## config.mk

```make
export PLATFORM = sky130hd
export DESIGN_NAME = mem_access_unit
export DESIGN_NICKNAME = d
export VERILOG_FILES = /design/src/rtl/mem_access_unit.sv
export SDC_FILE = /design/constraint.sdc
export NUM_CORES = 1
export LEC_CHECK = 0
export CAP_MARGIN = 20
export CORE_MARGIN = 2
export CORE_UTILIZATION = 47
export CTS_CLUSTER_DIAMETER = 80
export DETAILED_ROUTE_END_ITERATION = 16
export PLACE_DENSITY = 0.86
export SETUP_SLACK_MARGIN = 0.15
export SLEW_MARGIN = 20
export SYNTH_ARGS = -nofsm -noshare
export SYNTH_HDL_FRONTEND = slang
export SYNTH_SLANG_ARGS = --single-unit
```

## constraint.sdc

```tcl
create_clock -name clk -period 7.08 [get_ports clk]
set_input_delay 1.062 -clock clk [delete_from_list [all_inputs] [get_ports clk]]
set_output_delay 1.062 -clock clk [all_outputs]
set_load 0.05 [all_outputs]
```

## src/rtl/mem_access_unit.sv

```systemverilog
// mem_access_unit: sits between the multicycle datapath and a word-wide,
// handshaked data memory that has no byte enables.
//
// Loads and word stores each take one memory transaction. Half-word and byte
// stores are done as read-modify-write: the word is read, the new lane is
// merged in, and the whole word is written back. Load data is returned
// shifted down so that the addressed byte sits in bits [7:0].
//
// Optional build macro: MISALIGN_TRAP_EN. When it is defined, a misaligned
// word access or half store is not sent to memory. It finishes with Done and
// Misaligned both high. When the macro is undefined, Misaligned is tied low
// and the low address bits that do not apply are ignored.
//
// Ports:
//   clk, reset             clock (rising edge), asynchronous active-high reset
//   req_read, req_write    load / store request, sampled only while idle
//   MemMode                store width: 00 word, 01 half, 10 byte, 11 word
//   Adr, WriteData         byte address and LSB-aligned store data
//   ReadData               loaded word >> 8*Adr[1:0], zero-filled
//   Busy, Done             busy level and one-cycle completion pulse
//   Misaligned             trap flag (tied 0 unless MISALIGN_TRAP_EN)
//   mem_req/we/addr/wdata  memory request side; request held until mem_gnt
//   mem_gnt                request accepted this cycle
//   mem_rvalid, mem_rdata  read response, at least one cycle after the grant

module mem_access_unit #(
  parameter int unsigned ADDR_W = 16
) (
  input  logic              clk,
  input  logic              reset,
  input  logic              req_read,
  input  logic              req_write,
  input  logic [1:0]        MemMode,
  input  logic [31:0]       Adr,
  input  logic [31:0]       WriteData,
  output logic [31:0]       ReadData,
  output logic              Busy,
  output logic              Done,
  output logic              Misaligned,
  output logic              mem_req,
  output logic              mem_we,
  output logic [ADDR_W-1:0] mem_addr,
  output logic [31:0]       mem_wdata,
  input  logic              mem_gnt,
  input  logic              mem_rvalid,
  input  logic [31:0]       mem_rdata
);

  typedef enum logic [2:0] {
    StIdle,
    StRdReq,
    StRdWait,
    StWrReq,
    StDone
  } state_e;

  localparam logic [1:0] ModeHalf = 2'b01;
  localparam logic [1:0] ModeByte = 2'b10;

  state_e            state_q, state_d;
  logic [ADDR_W+1:0] addr_q, addr_d;   // byte address; [1:0] selects the lane
  logic [31:0]       wdata_q, wdata_d; // store data, then the merged word
  logic [1:0]        mode_q, mode_d;
  logic              write_q, write_d;
  logic [31:0]       rdata_q, rdata_d;

  logic              accept;
  logic              acc_word;         // the request being accepted is a word access
  logic              trap;
  logic [31:0]       merged;

  // Address bits above the memory's word-address range are not used.
  logic              unused_adr_hi;
  assign unused_adr_hi = ^Adr[31:ADDR_W+2];

  assign accept   = req_write | req_read;
  // A load is always a word access. A store is a word access for modes 00 and 11.
  assign acc_word = ~req_write | ((MemMode != ModeHalf) && (MemMode != ModeByte));

`ifdef MISALIGN_TRAP_EN
  logic misaligned_q, misaligned_d;

  assign trap = (acc_word && (Adr[1:0] != 2'b00)) ||
                (req_write && (MemMode == ModeHalf) && Adr[0]);

  always_comb begin
    misaligned_d = misaligned_q;
    if (state_q == StIdle && accept) begin
      misaligned_d = trap;
    end
  end

  always_ff @(posedge clk or posedge reset) begin
    if (reset) begin
      misaligned_q <= 1'b0;
    end else begin
      misaligned_q <= misaligned_d;
    end
  end

  assign Misaligned = misaligned_q;
`else
  assign trap       = 1'b0;
  assign Misaligned = 1'b0;
`endif

  // Read-modify-write merge: the new lane replaces the matching bits of the
  // word just read, and every other bit keeps the value from memory.
  always_comb begin
    merged = mem_rdata;
    unique case (mode_q)
      ModeByte: merged[{addr_q[1:0], 3'b000} +: 8]  = wdata_q[7:0];
      ModeHalf: merged[{addr_q[1], 4'b0000} +: 16]  = wdata_q[15:0];
      default:  merged = mem_rdata;
    endcase
  end

  always_comb begin
    state_d = state_q;
    addr_d  = addr_q;
    wdata_d = wdata_q;
    mode_d  = mode_q;
    write_d = write_q;
    rdata_d = rdata_q;

    unique case (state_q)
      StIdle: begin
        // If both requests are high, the write wins and the read is dropped.
        if (accept) begin
          addr_d  = Adr[ADDR_W+1:0];
          wdata_d = WriteData;
          mode_d  = req_write ? MemMode : 2'b00;
          write_d = req_write;
          if (trap) begin
            state_d = StDone;
          end else if (req_write && acc_word) begin
            state_d = StWrReq;
          end else begin
            state_d = StRdReq;
          end
        end
      end
      StRdReq: begin
        if (mem_gnt) begin
          state_d = StRdWait;
        end
      end
      StRdWait: begin
        if (mem_rvalid) begin
          if (write_q) begin
            wdata_d = merged;
            state_d = StWrReq;
          end else begin
            rdata_d = mem_rdata >> {addr_q[1:0], 3'b000};
            state_d = StDone;
          end
        end
      end
      StWrReq: begin
        if (mem_gnt) begin
          state_d = StDone;
        end
      end
      StDone: begin
        state_d = StIdle;
      end
      default: begin
        state_d = StIdle;
      end
    endcase
  end

  always_ff @(posedge clk or posedge reset) begin
    if (reset) begin
      state_q <= StIdle;
      addr_q  <= '0;
      wdata_q <= '0;
      mode_q  <= '0;
      write_q <= 1'b0;
      rdata_q <= '0;
    end else begin
      state_q <= state_d;
      addr_q  <= addr_d;
      wdata_q <= wdata_d;
      mode_q  <= mode_d;
      write_q <= write_d;
      rdata_q <= rdata_d;
    end
  end

  // These outputs are decoded from registers only. That keeps mem_addr and
  // mem_wdata stable while a request is held, and lets mem_req fall as soon
  // as reset is asserted.
  assign Busy      = (state_q != StIdle);
  assign Done      = (state_q == StDone);
  assign mem_req   = (state_q == StRdReq) || (state_q == StWrReq);
  assign mem_we    = (state_q == StWrReq);
  assign mem_addr  = addr_q[ADDR_W+1:2];
  assign mem_wdata = wdata_q;
  assign ReadData  = rdata_q;

endmodule

```

---- After elaboration in Yosys (flattened, before gate mapping) ----
Index checks and enable logic that the tools add are counted.
Widths: inputs -> output; s select.
operators by class
  multiplexer cells ....................... 15
  bitwise operators ....................... 4
  $add $sub $neg .......................... 2
  reduce and logical (&&, ||, !) cells .... 10
  shift operators ......................... 5
  equality and inequality tests ........... 13
operators by type and width
  kind                     number
  $pmux 32 s2              2
  $mux 32                  3
  $bwmux 32                2
  $shift 16x7->32 const A  1
  $shift 8x7->32 const A   1
  $shiftx 16x7->32         1
  $shiftx 8x7->32          1
  $shr 32x5->32            1
  $mux 3                   5
  $neg 5->7                2
  $pmux 3 s4               1
  $ne 2x2->1 const B       5
  $reduce_and 4->1         2
  $eq 3x2->1 const B       2
  $mux 2                   2
  $ne 2x1->1 const B       2
  $eq 3x1->1 const B       1
  $eq 3x3->1 const B       1
  $logic_not 3->1          1
  $reduce_and 3->1         1
  $reduce_bool 3->1        1
  $eq 2x1->1 const B       1
  $eq 2x2->1 const B       1
  $logic_and 1x1->1        2
  5 further kinds          7
word-level totals
  output and inout port bits .............. 85
  register bits after elaboration ......... 88
  word-level logic and storage cells ...... 55

---- Logic depth before layout (Yosys ltp) ----
Gate-level depths: netlist of run 1.
  word-level depth ........................ 7
  gate-level depth with buffers ........... 8
  mapped depth without buffers ............ 6

---- Least setup slack after synthesis of run 1 ----
OpenSTA, ideal clock, no wires.
  path kind ............................... register -> output
  start ................................... register state_q[1]
  end ..................................... output Done
  stages on the path, launching flop included .. 4
  arrival ................................. 1875 ps
  buffers on the path ..................... 2
  path slack .............................. 4143 ps
  data required time ...................... 6018 ps
  path through ............................ dfrtp_1 buf_4 clkbuf_1 nor3b_1
between the ends
  longest elaborated chain between the ends .. 1
RTL lines
  item                    RTL line  RTL
  from (decl)             60        state_e state_q, state_d;
  from (signal assigned)  175       state_q <= StIdle;
  from (signal assigned)  182       state_q <= state_d;
  $eq 3x3->1              195       assign Done = (state_q == StDone);
  to (decl)               38        output logic Done,
Every way passes these cells.

---- Worst setup path in the final report of run 1 ----
  start ................................... register state_q[1]
  end ..................................... output Busy
between the ends
  longest elaborated chain between the ends .. 1
RTL lines
  item               RTL line  RTL
  $reduce_bool 3->1  194       assign Busy = (state_q != StIdle);
  to (decl)          37        output logic Busy,
Every way passes these cells.

==> results.md, run 1 <==
* Vias in the first global route at 4364
* Seq. cell area at 0.00220 mm2
* Endpoint class of the critical path: primary output
* Htree depth at 3
* Root Driver: clkbuf_8
* Core Box Area at 0.00973 mm2
* Hold WS at 0.478 ns
* Diodes inserted at 0
* Vias at 4444
* Clock-pin slew on the worst setup and hold paths at 0.08 ns
* Layout net count at 753
* Place WS at 3.46 ns
* Count of different cell masters after synthesis at 41
* Crit Path Max Fanout at 19
* Hpwl dp at 11000 um
* Clk_lat worst skew at 0.36 ns
* Iteration count of the initial detailed-routing pass at 5
* CTS tree: yes
* Top FF cell, synth: dfrtp_1
* Via density at 5.71
* Asr flop ratio synth at 100%
* Fmax at 0.285 GHz
* Total GRT Usage at 27.8%
* Startpoint types: flop
* Critical Path AT at 2.45 ns
* CTS max path bufs at 2
* Status: complete, no violations
* Final Cell Area at 0.00653 mm2
* Floorplan die height at 104 um
* 1st-iter DRT viols at 413
* Seq/Total Area, Yosys at 47.1%
* Largest area contributor in the netlist: dfrtp_1
* Maximum vdd ir drop at 0.000274 V
* Drt drc at 0
* PwrDens at 542 mW/mm2
* Final worst setup slack at 3.57 ns
* Detail Route Antenna Nets at 0
* Post-Route WL at 14900 um
* Row count at 36
* Synth area leaders: dfrtp_1 47%, nand2_1 8.0%, a221oi_1 7.3%, nor2_1 4.4%, mux2i_1 3.4%
* Share of post-route cells with drive strength above 1 at 5.43%
* Setup CP Type: reg2out
* Finished Core Util at 67.2%
* Setup TNS at 0 ns
* Initial antenna violation count at 0
* Largest net degree at the start of global routing at 89
* Most numerous cell in the Yosys netlist: nand2_1
* Leak at 2.71 nW
* Net count after synthesis at 614
* Area growth syn-to-layout at 39.7%
* Placed cell areas at 0.00633 mm2
* Syn Std Cell Area at 0.00468 mm2
* Gr ovfl total at 0
* Sink Count at 88
* Post-CTS Resized at 0
* Initial core utilization at 48.1%
* Final GP Congestion at 0.918
* Routed wire per std cell at 19.1 um
* Post-layout min period at 3.51 ns
* Yosys warning count at 0
* Hold crit path type: reg2reg
* Design Power at 3.54 mW
* Fill cell count at 785
* Post-synth EDFFs at 0
* Fin Clk Skew at 0.00328 ns
* Die area at 0.0108 mm2
* Chip width at 104 um
* Max-Cap Viols at 0
* Top cells by count, synth: 100 x nand2_1, 88 x dfrtp_1, 55 x nor2_1, 39 x a221oi_1, 24 x o21ai_0
* Fin cells at 778
* Fin. Hold Viols at 0
* Yosys reg bits at 88
* RSZ-0062 raised after global routing: false
* Max_slew headroom at 27.1%
* DP Cell Count at 764
* Max Slew Vio Count at 0
* Global-route wire length before repair at 23500 um
* # hold bufs at CTS at 0
* # Post-CTS Setup Buffers at 0
* Mapped Cells at 503
* Boundary Pins at 189
* Area of the multi-input gates at 0.00215 mm2
* Period utilization at 49.6%
* Num CTS Buffers at 9
* Final Setup Violations at 0
* Syn_area_per_cell at 9.30 um2
* Top cell type's share of synthesized area at 47.1%
* CP required at 6.02 ns
* Port Buffers at 173
* Worst-margin pin slew at 1.09 ns
[logic make-up after synthesis]
kind of cell | after synthesis | share of synthesized area, %
other | 1 | 0.0802
AND/OR/NAND/NOR | 194 | 18.4
flip-flops | 88 | 47.1
XOR/XNOR | 1 | 0.187
AO/OA/AOI/OAI | 126 | 20.0
buffers and inverters | 62 | 7.01
multiplexers | 24 | 5.35
adder cells (fa/ha/maj) | 7 | 1.87
[final timing paths]
check / cells after the start / to / slack (ns) / from
hold reg to reg: 2 / addr_q[9] / 0.48 / addr_q[9]
setup reg to reg: 4 / mem_wdata[4] / 3.71 / state_q[1]
min in group asynchronous: 3 / mem_wdata[29] / 1.23 / reset
hold / removal: 2 / addr_q[9] / 0.48 / addr_q[9]
max in group asynchronous: 3 / ReadData[12] / 5.30 / reset
setup / recovery: 3 / Busy / 3.57 / state_q[1]
[layout make-up]
type,instances,area share (%)
sequential,88,33.7
multi-input combinational,353,32.9
timing repair buffer,178,27.1
tap,133,2.55
clock buffer,11,2.32
inverter,12,0.709
clock inverter,3,0.651
[flip-flops by register name, summed over array words and instances (netlist names)]
register   cells
write_q        1
state_q        3
ReadData      32
mem_wdata     32
addr_q        18
mode_q         2
[critical path, stage by stage, from the launching register on]
cell and delay, ns:
dfrtp_1 0.61, nor3_1 0.66, inv_1 0.09, clkdlybuf4s50_1 0.73
[report_power, final]
group,total [mW],internal (mW),leakage (nW),switching (mW)
clock network,0.354,0.178,0.0973,0.176
logic,2.24,0.761,1.55,1.48
registers,0.945,0.741,1.07,0.204
total,3.54,1.68,2.71,1.86
[layer usage]
layer  vias up  global-route usage [%]  share of wire, %
li1       2048                       -                 -
met1      2088                    36.3                40
met2       270                    45.0                47
met3        38                    5.92               9.5
met4         0                    12.1               3.7
met5         -                       0                 0
[layout by cell type, fill, tap and decap left out, types with 3 or more instances in the layout]
master,instances
clkdlybuf4s50_1,173
nand2_1,100
dfrtp_1,88
nor2_1,55
a221oi_1,39
o21ai_0,24
a21oi_1,18
mux2i_1,16
a211oi_1,16
inv_1,11
nor2b_1,11
clkbuf_8,11
a221o_1,10
and2_1,9
mux2_2,8
o31ai_1,8
ha_1,7
buf_4,4
nand3_1,3
No activity file was read; power rests on OpenSTA's default activity.
==> run 2: changes to the inputs <==
- CORE_UTILIZATION: 47 -> 40
- PLACE_DENSITY: 0.86 -> 0.78
- clock period: 7.08 -> 3.1 ns (I/O delays scaled with it)
==> results.md, run 2 (synthesis results as in run 1) <==
* Boundary Pins at 189 (unchanged)
* Setup CP Type: reg2reg (was reg2out)
* Global-route wire length before repair at 23500 um (about the same)
* Core Box Area at 0.0114 mm2 (was 0.00973 mm2)
* Largest net degree at the start of global routing at 57 (was 89)
* Endpoint class of the critical path: flop (was primary output)
* Max-Cap Viols at 0 (unchanged)
* Critical Path Start: addr_q[1] (was state_q[1])
* Maximum vdd ir drop at 0.000619 V (was 0.000274 V)
* Die area at 0.0126 mm2 (was 0.0108 mm2)
* Most frequent cells in the layout: 173 x clkdlybuf4s50_1, 100 x nand2_1, 88 x dfrtp_1, 55 x nor2_1, 39 x a221oi_1 (unchanged)
* Sink Count at 88 (unchanged)
* Post-layout min period at 2.65 ns
* Max Slew Vio Count at 0 (unchanged)
* Fin Clk Skew at 0.00744 ns (was 0.00328 ns)
* R2R Path End: mem_wdata[31] (was mem_wdata[4])
* Iteration count of the initial detailed-routing pass at 5 (unchanged)
* Worst Setup EP: mem_wdata[31] (was Busy)
* Finished Core Util at 58.6% (was 67.2%)
* Detail Route Antenna Nets at 0 (unchanged)
* Hpwl dp at 11200 um (was 11000 um)
* Setup TNS at 0 ns (unchanged)
* Floorplan die height at 112 um (was 104 um)
* Worst Path Buf+Inv at 1 (was 2)
* Slowest-stage cell, CP: nor4b_2 (was clkdlybuf4s50_1)
* Clk_lat worst skew at 0.34 ns (was 0.36 ns)
* Routed wire per std cell at 18.9 um (was 19.1 um)
* Worst path cell trace: inv_1 -> ha_1 -> nor4b_1 -> nor4b_2 -> nand2_1 -> a221oi_1 (was nor3_1 -> inv_1 -> clkdlybuf4s50_1)
* CTS max path bufs at 2 (unchanged)
* Fmax at 0.378 GHz
* Initial core utilization at 40.9% (was 48.1%)
* Clock-pin slew on the worst setup and hold paths at 0.07 ns (was 0.08 ns)
* Hold crit path type: reg2reg (unchanged)
* Critical path depth in cells at 6 (was 3)
* Worst Reg-to-Reg Cells at 6 (was 4)
* WL met2 at 7210 um (was 7000 um)
* 1st-iter DRT viols at 434 (was 413)
* Leak at 2.78 nW (was 2.71 nW)
* Total GRT Usage at 23.6% (was 27.8%)
* Final Cell Area at 0.00669 mm2 (was 0.00653 mm2)
* Gr ovfl total at 0 (unchanged)
* Layout net count at 758 (was 753)
* CP required at 3.33 ns (was 6.02 ns)
* Startpoint types: flop (unchanged)
* Post-Route WL at 15000 um (was 14900 um)
* Drt drc at 0 (unchanged)
* Max incr delay on CP at 0.70 ns (was 0.73 ns)
* Placed cell areas at 0.00639 mm2 (was 0.00633 mm2)
* Chip width at 112 um (was 104 um)
* Diodes inserted at 0 (unchanged)
* Port Buffers at 173 (unchanged)
* Critical Path AT at 2.88 ns (was 2.45 ns)
* Worst-margin pin slew at 0.775 ns (was 1.09 ns)
* Fill cell count at 1003 (was 785)
* PwrDens at 1250 mW/mm2 (was 542 mW/mm2)
* Setup slack, reg-to-reg at 0.45 ns (was 3.71 ns)
* Final Setup Violations at 0 (unchanged)
* Via density at 5.63 (was 5.71)
* WL met3 at 1320 um (was 1410 um)
* Crit Path Max Fanout at 9 (was 19)
* Commonest non-fill, non-tap cell in the layout: clkdlybuf4s50_1 (unchanged)
* Post-CTS Resized at 0 (unchanged)
* Period utilization at 85.4%
* Row count at 39 (was 36)
* Share of post-route cells with drive strength above 1 at 6.44% (was 5.43%)
* CP delay by family, top: simple AND/OR/NAND/NOR gates (was buffers and inverters)
* Max_slew headroom at 48.3% (was 27.1%)
* Fin cells at 795 (was 778)
* # Post-CTS Setup Buffers at 0 (unchanged)
* Final GP Congestion at 0.881 (was 0.918)
* Initial antenna violation count at 0 (unchanged)
* DP Cell Count at 779 (was 764)
* Vias in the first global route at 4364 (unchanged)
* Design Power at 8.36 mW (was 3.54 mW)
* Worst reg2reg path startpoint: addr_q[1] (was state_q[1])
* RSZ-0062 raised after global routing: false (unchanged)
* CTS tree: yes (unchanged)
* Num CTS Buffers at 9 (unchanged)
* Fin. Hold Viols at 0 (unchanged)
* Place WS at 0.558 ns (was 3.46 ns)
* Root Driver: clkbuf_16 (was clkbuf_8)
* Status: complete, no violations (unchanged)
* Htree depth at 3 (unchanged)
* # hold bufs at CTS at 0 (unchanged)
* Met1 wire length at 6030 um (was 5930 um)
* Area growth syn-to-layout at 43.1% (was 39.7%)
* Max layer used: met4 (unchanged)
* Vias at 4475 (was 4444)
* Hold WS at 0.474 ns (was 0.478 ns)
* Final worst setup slack at 0.453 ns (was 3.57 ns)
-- run 2: layout make-up --
| class | count | area (um2) | share of cell area, % |
|---|---|---|---|
| Sequential cell | 88 | 2200 | 32.9 |
| Multi-Input combinational cell | 353 | 2150 | 32.1 |
| Timing Repair Buffer | 183 | 1820 | 27.2 |
| Clock buffer | 13 | 270 | 4.04 |
| Tap cell | 143 | 179 | 2.67 |
| Inverter | 12 | 46.3 | 0.692 |
| Clock inverter | 3 | 23.8 | 0.355 |
-- run 2: routing by layer --
| metal | GRT usage, % | up-vias |
|---|---|---|
| met5 | 0 | - |
| met4 | 9.92 | 0 |
| li1 | - | 2062 |
| met3 | 4.75 | 28 |
| met2 | 38.7 | 248 |
| met1 | 30.7 | 2137 |
-- run 2: where the power goes --
part           leakage, nW  internal, mW  switching [mW]
clock                0.138         0.612           0.452
combinational         1.58          1.77            3.35
sequential            1.07          1.70           0.472
total                 2.78          4.08            4.28
-- run 2: worst min-delay path by stage --
stage	start	to	depth (start not counted)
2_1_floorplan	addr_q[10]	addr_q[10]	2
3_3_place_gp	addr_q[5]	addr_q[5]	2
3_5_place_dp	addr_q[11]	addr_q[11]	2
4_1_cts	addr_q[11]	addr_q[11]	2
5_1_grt	ReadData[30]	ReadData[30]	2
6_report	addr_q[11]	addr_q[11]	2
-- run 2: worst register-to-register path: cells and delay by family, from the launching register on --
kind	cells	cell delay, ns
DFF	1	0.54
adders and majority gates	1	0.26
AOI/OAI and AO/OA	1	0.32
buffers and inverters	1	0.20
and+or+nand+nor	3	1.22
==> run 3: changes to the inputs <==
- CORE_UTILIZATION: 40 -> 50
- DONT_BUFFER_PORTS: unset -> 1
- PLACE_DENSITY: 0.78 -> 0.68
==> results.md, run 3 (synthesis results as in run 1) <==
* Combinational power share at 32.5% (was 61.3%)
* Hold WS at 0.120 ns (was 0.474 ns)
* Total GRT Usage at 25.9% (was 23.6%)
* Area of the multi-input gates at 0.00215 mm2 (about the same)
* CTS max path bufs at 2 (unchanged)
* Layout net count at 585 (was 758)
* # Post-CTS Setup Buffers at 0 (unchanged)
* Die area at 0.0101 mm2 (was 0.0126 mm2)
* Hpwl dp at 9640 um (was 11200 um)
* Most frequent cells in the layout: 100 x nand2_1, 88 x dfrtp_1, 55 x nor2_1, 39 x a221oi_1, 24 x o21ai_0 (was 173 x clkdlybuf4s50_1, 100 x nand2_1, 88 x dfrtp_1, 55 x nor2_1, 39 x a221oi_1)
* 1st-iter DRT viols at 344 (was 434)
* Fmax at 0.394 GHz (was 0.378 GHz)
* Startpoint types: flop (unchanged)
* Floorplan die height at 101 um (was 112 um)
* Finished Core Util at 52.1% (was 58.6%)
* Initial core utilization at 51.1% (was 40.9%)
* Vias at 3703 (was 4475)
* Root Driver: clkbuf_8 (was clkbuf_16)
* Status: complete, no violations (unchanged)
* Post-CTS Resized at 0 (unchanged)
* PwrDens at 1430 mW/mm2 (was 1250 mW/mm2)
* Drt drc at 0 (unchanged)
* Worst-margin pin slew at 1.04 ns (was 0.775 ns)
* Boundary Pins at 189 (unchanged)
* Worst Reg-to-Reg Cells at 6 (unchanged)
* Hold crit path type: in2async (was reg2reg)
* Fill cell count at 861 (was 1003)
* Core Box Area at 0.00915 mm2 (was 0.0114 mm2)
* Grt peak-use layer: met2 (unchanged)
* RSZ-0062 raised after global routing: false (unchanged)
* Max_slew headroom at 30.9% (was 48.3%)
* Setup CP Type: reg2reg (unchanged)
* Crit Path Max Fanout at 15 (was 9)
* Htree depth at 3 (unchanged)
* Fin. Hold Viols at 0 (unchanged)
* Clock share of power at 10.0% (was 12.7%)
* Via density at 6.30 (was 5.63)
* Sw Pwr at 4.03 mW (was 4.28 mW)
* Leak at 2.05 nW (was 2.78 nW)
* Gr ovfl total at 0 (unchanged)
* Routed wire per std cell at 22.4 um (was 18.9 um)
* DP Cell Count at 574 (was 779)
* CP required at 3.35 ns (was 3.33 ns)
* Share of post-route cells with drive strength above 1 at 8.61% (was 6.44%)
* Num CTS Buffers at 9 (unchanged)
* Fin Clk Skew at 0.0104 ns (was 0.00744 ns)
* Critical Path AT at 2.79 ns (was 2.88 ns)
* Final GP Congestion at 0.862 (was 0.881)
* Iteration count of the initial detailed-routing pass at 6 (was 5)
* Chip width at 101 um (was 112 um)
* Detail Route Antenna Nets at 0 (unchanged)
* # hold bufs at CTS at 0 (unchanged)
* Final Setup Violations at 0 (unchanged)
* Period utilization at 81.9% (was 85.4%)
* Fin cells at 588 (was 795)
* Post-layout min period at 2.54 ns (was 2.65 ns)
* Sink Count at 88 (unchanged)
* Register share of total power at 57.5% (was 25.9%)
* Met3 usage at 9.15% (was 4.75%)
* Clk_lat worst skew at 0.36 ns (was 0.34 ns)
* Endpoint class of the critical path: flop (unchanged)
* Met2 Use GR at 40.7% (was 38.7%)
* Vias in the first global route at 3575 (was 4364)
* CTS tree: yes (unchanged)
* Largest net degree at the start of global routing at 89 (was 57)
* Max-Cap Viols at 0 (unchanged)
* Clock-pin slew on the worst setup and hold paths at 0.09 ns (was 0.07 ns)
* Sw frac at 59.0% (was 51.2%)
* Row count at 35 (was 39)
* Maximum vdd ir drop at 0.000664 V (was 0.000619 V)
* Commonest non-fill, non-tap cell in the layout: nand2_1 (was clkdlybuf4s50_1)
* Max Slew Vio Count at 0 (unchanged)
* Seq. cell area at 0.00220 mm2 (unchanged)
* Initial antenna violation count at 1 (was 0)
* Cell Int Power at 2.80 mW (was 4.08 mW)
* Post-Route WL at 13200 um (was 15000 um)
* Setup TNS at 0 ns (unchanged)
* Area growth syn-to-layout at 2.06% (was 43.1%)
* Global-route wire length before repair at 19800 um (was 23500 um)
* GR Util met1 at 33.5% (was 30.7%)
* Port Buffers at 0 (was 173)
run 3: cell types whose count changed in the layout (fill, tap and decap cells not counted), sizes merged:
cell           before  now
clkdlybuf4s50     173    0
clkbuf             13    9
clkinv              1    2
diode               0    1
run 3: layer usage:
metal / vias to the layer above / wire (um)
li1: 1708 / -
met1: 1798 / 5400
met2: 178 / 6170
met3: 19 / 1400
met4: 0 / 223
met5: - / 0
run 3: area by class of cell:
| type | instances | share of cell area [%] |
|---|---|---|
| sequential | 88 | 46.1 |
| multi-input combinational | 353 | 45.1 |
| tap | 111 | 2.91 |
| clock buffer | 9 | 2.60 |
| timing repair buffer | 10 | 1.57 |
| inverter | 12 | 1.05 |
| clock inverter | 4 | 0.524 |
| antenna | 1 | 0.0524 |
run 3: worst max-delay path: stages (launching register included):
cell and delay [ns]:
dfrtp_1 0.66, inv_1 0.24, ha_1 0.28, nor4b_1 0.40, and4_1 0.44, nand2_1 0.10
a221oi_1 0.31
run 3: final timing paths:
| kind | startpoint | to | slack (ns) |
|---|---|---|---|
| max in group asynchronous | reset | ReadData[3] | 2.45 |
| setup reg to reg | addr_q[1] | mem_wdata[10] | 0.56 |
| min in group clk | Adr[14] | addr_q[14] | 0.21 |
| hold reg to reg | mode_q[1] | mode_q[1] | 0.58 |
| hold / removal | reset | mem_wdata[20] | 0.12 |
| setup / recovery | addr_q[1] | mem_wdata[10] | 0.56 |
run 3: power groups by stage:
stage | sequential, mW | combinational, mW | clock, mW
floorplan | 3.35 | 2.40 | 0
global placement | 3.94 | 2.12 | 0
detailed placement | 3.97 | 2.21 | 0
CTS | 3.94 | 2.21 | 0.689
global route | 4.02 | 2.49 | 0.733
finish | 3.93 | 2.22 | 0.681
run 3: stage by stage:
step,power (mW),area [um2],setup slack (ns)
floorplan,5.75,4680,0.356
global placement,6.06,4610,0.748
detailed placement,6.17,4610,0.611
CTS,6.84,4760,0.572
global route,7.24,4770,0.258
finish,6.83,4770,0.561
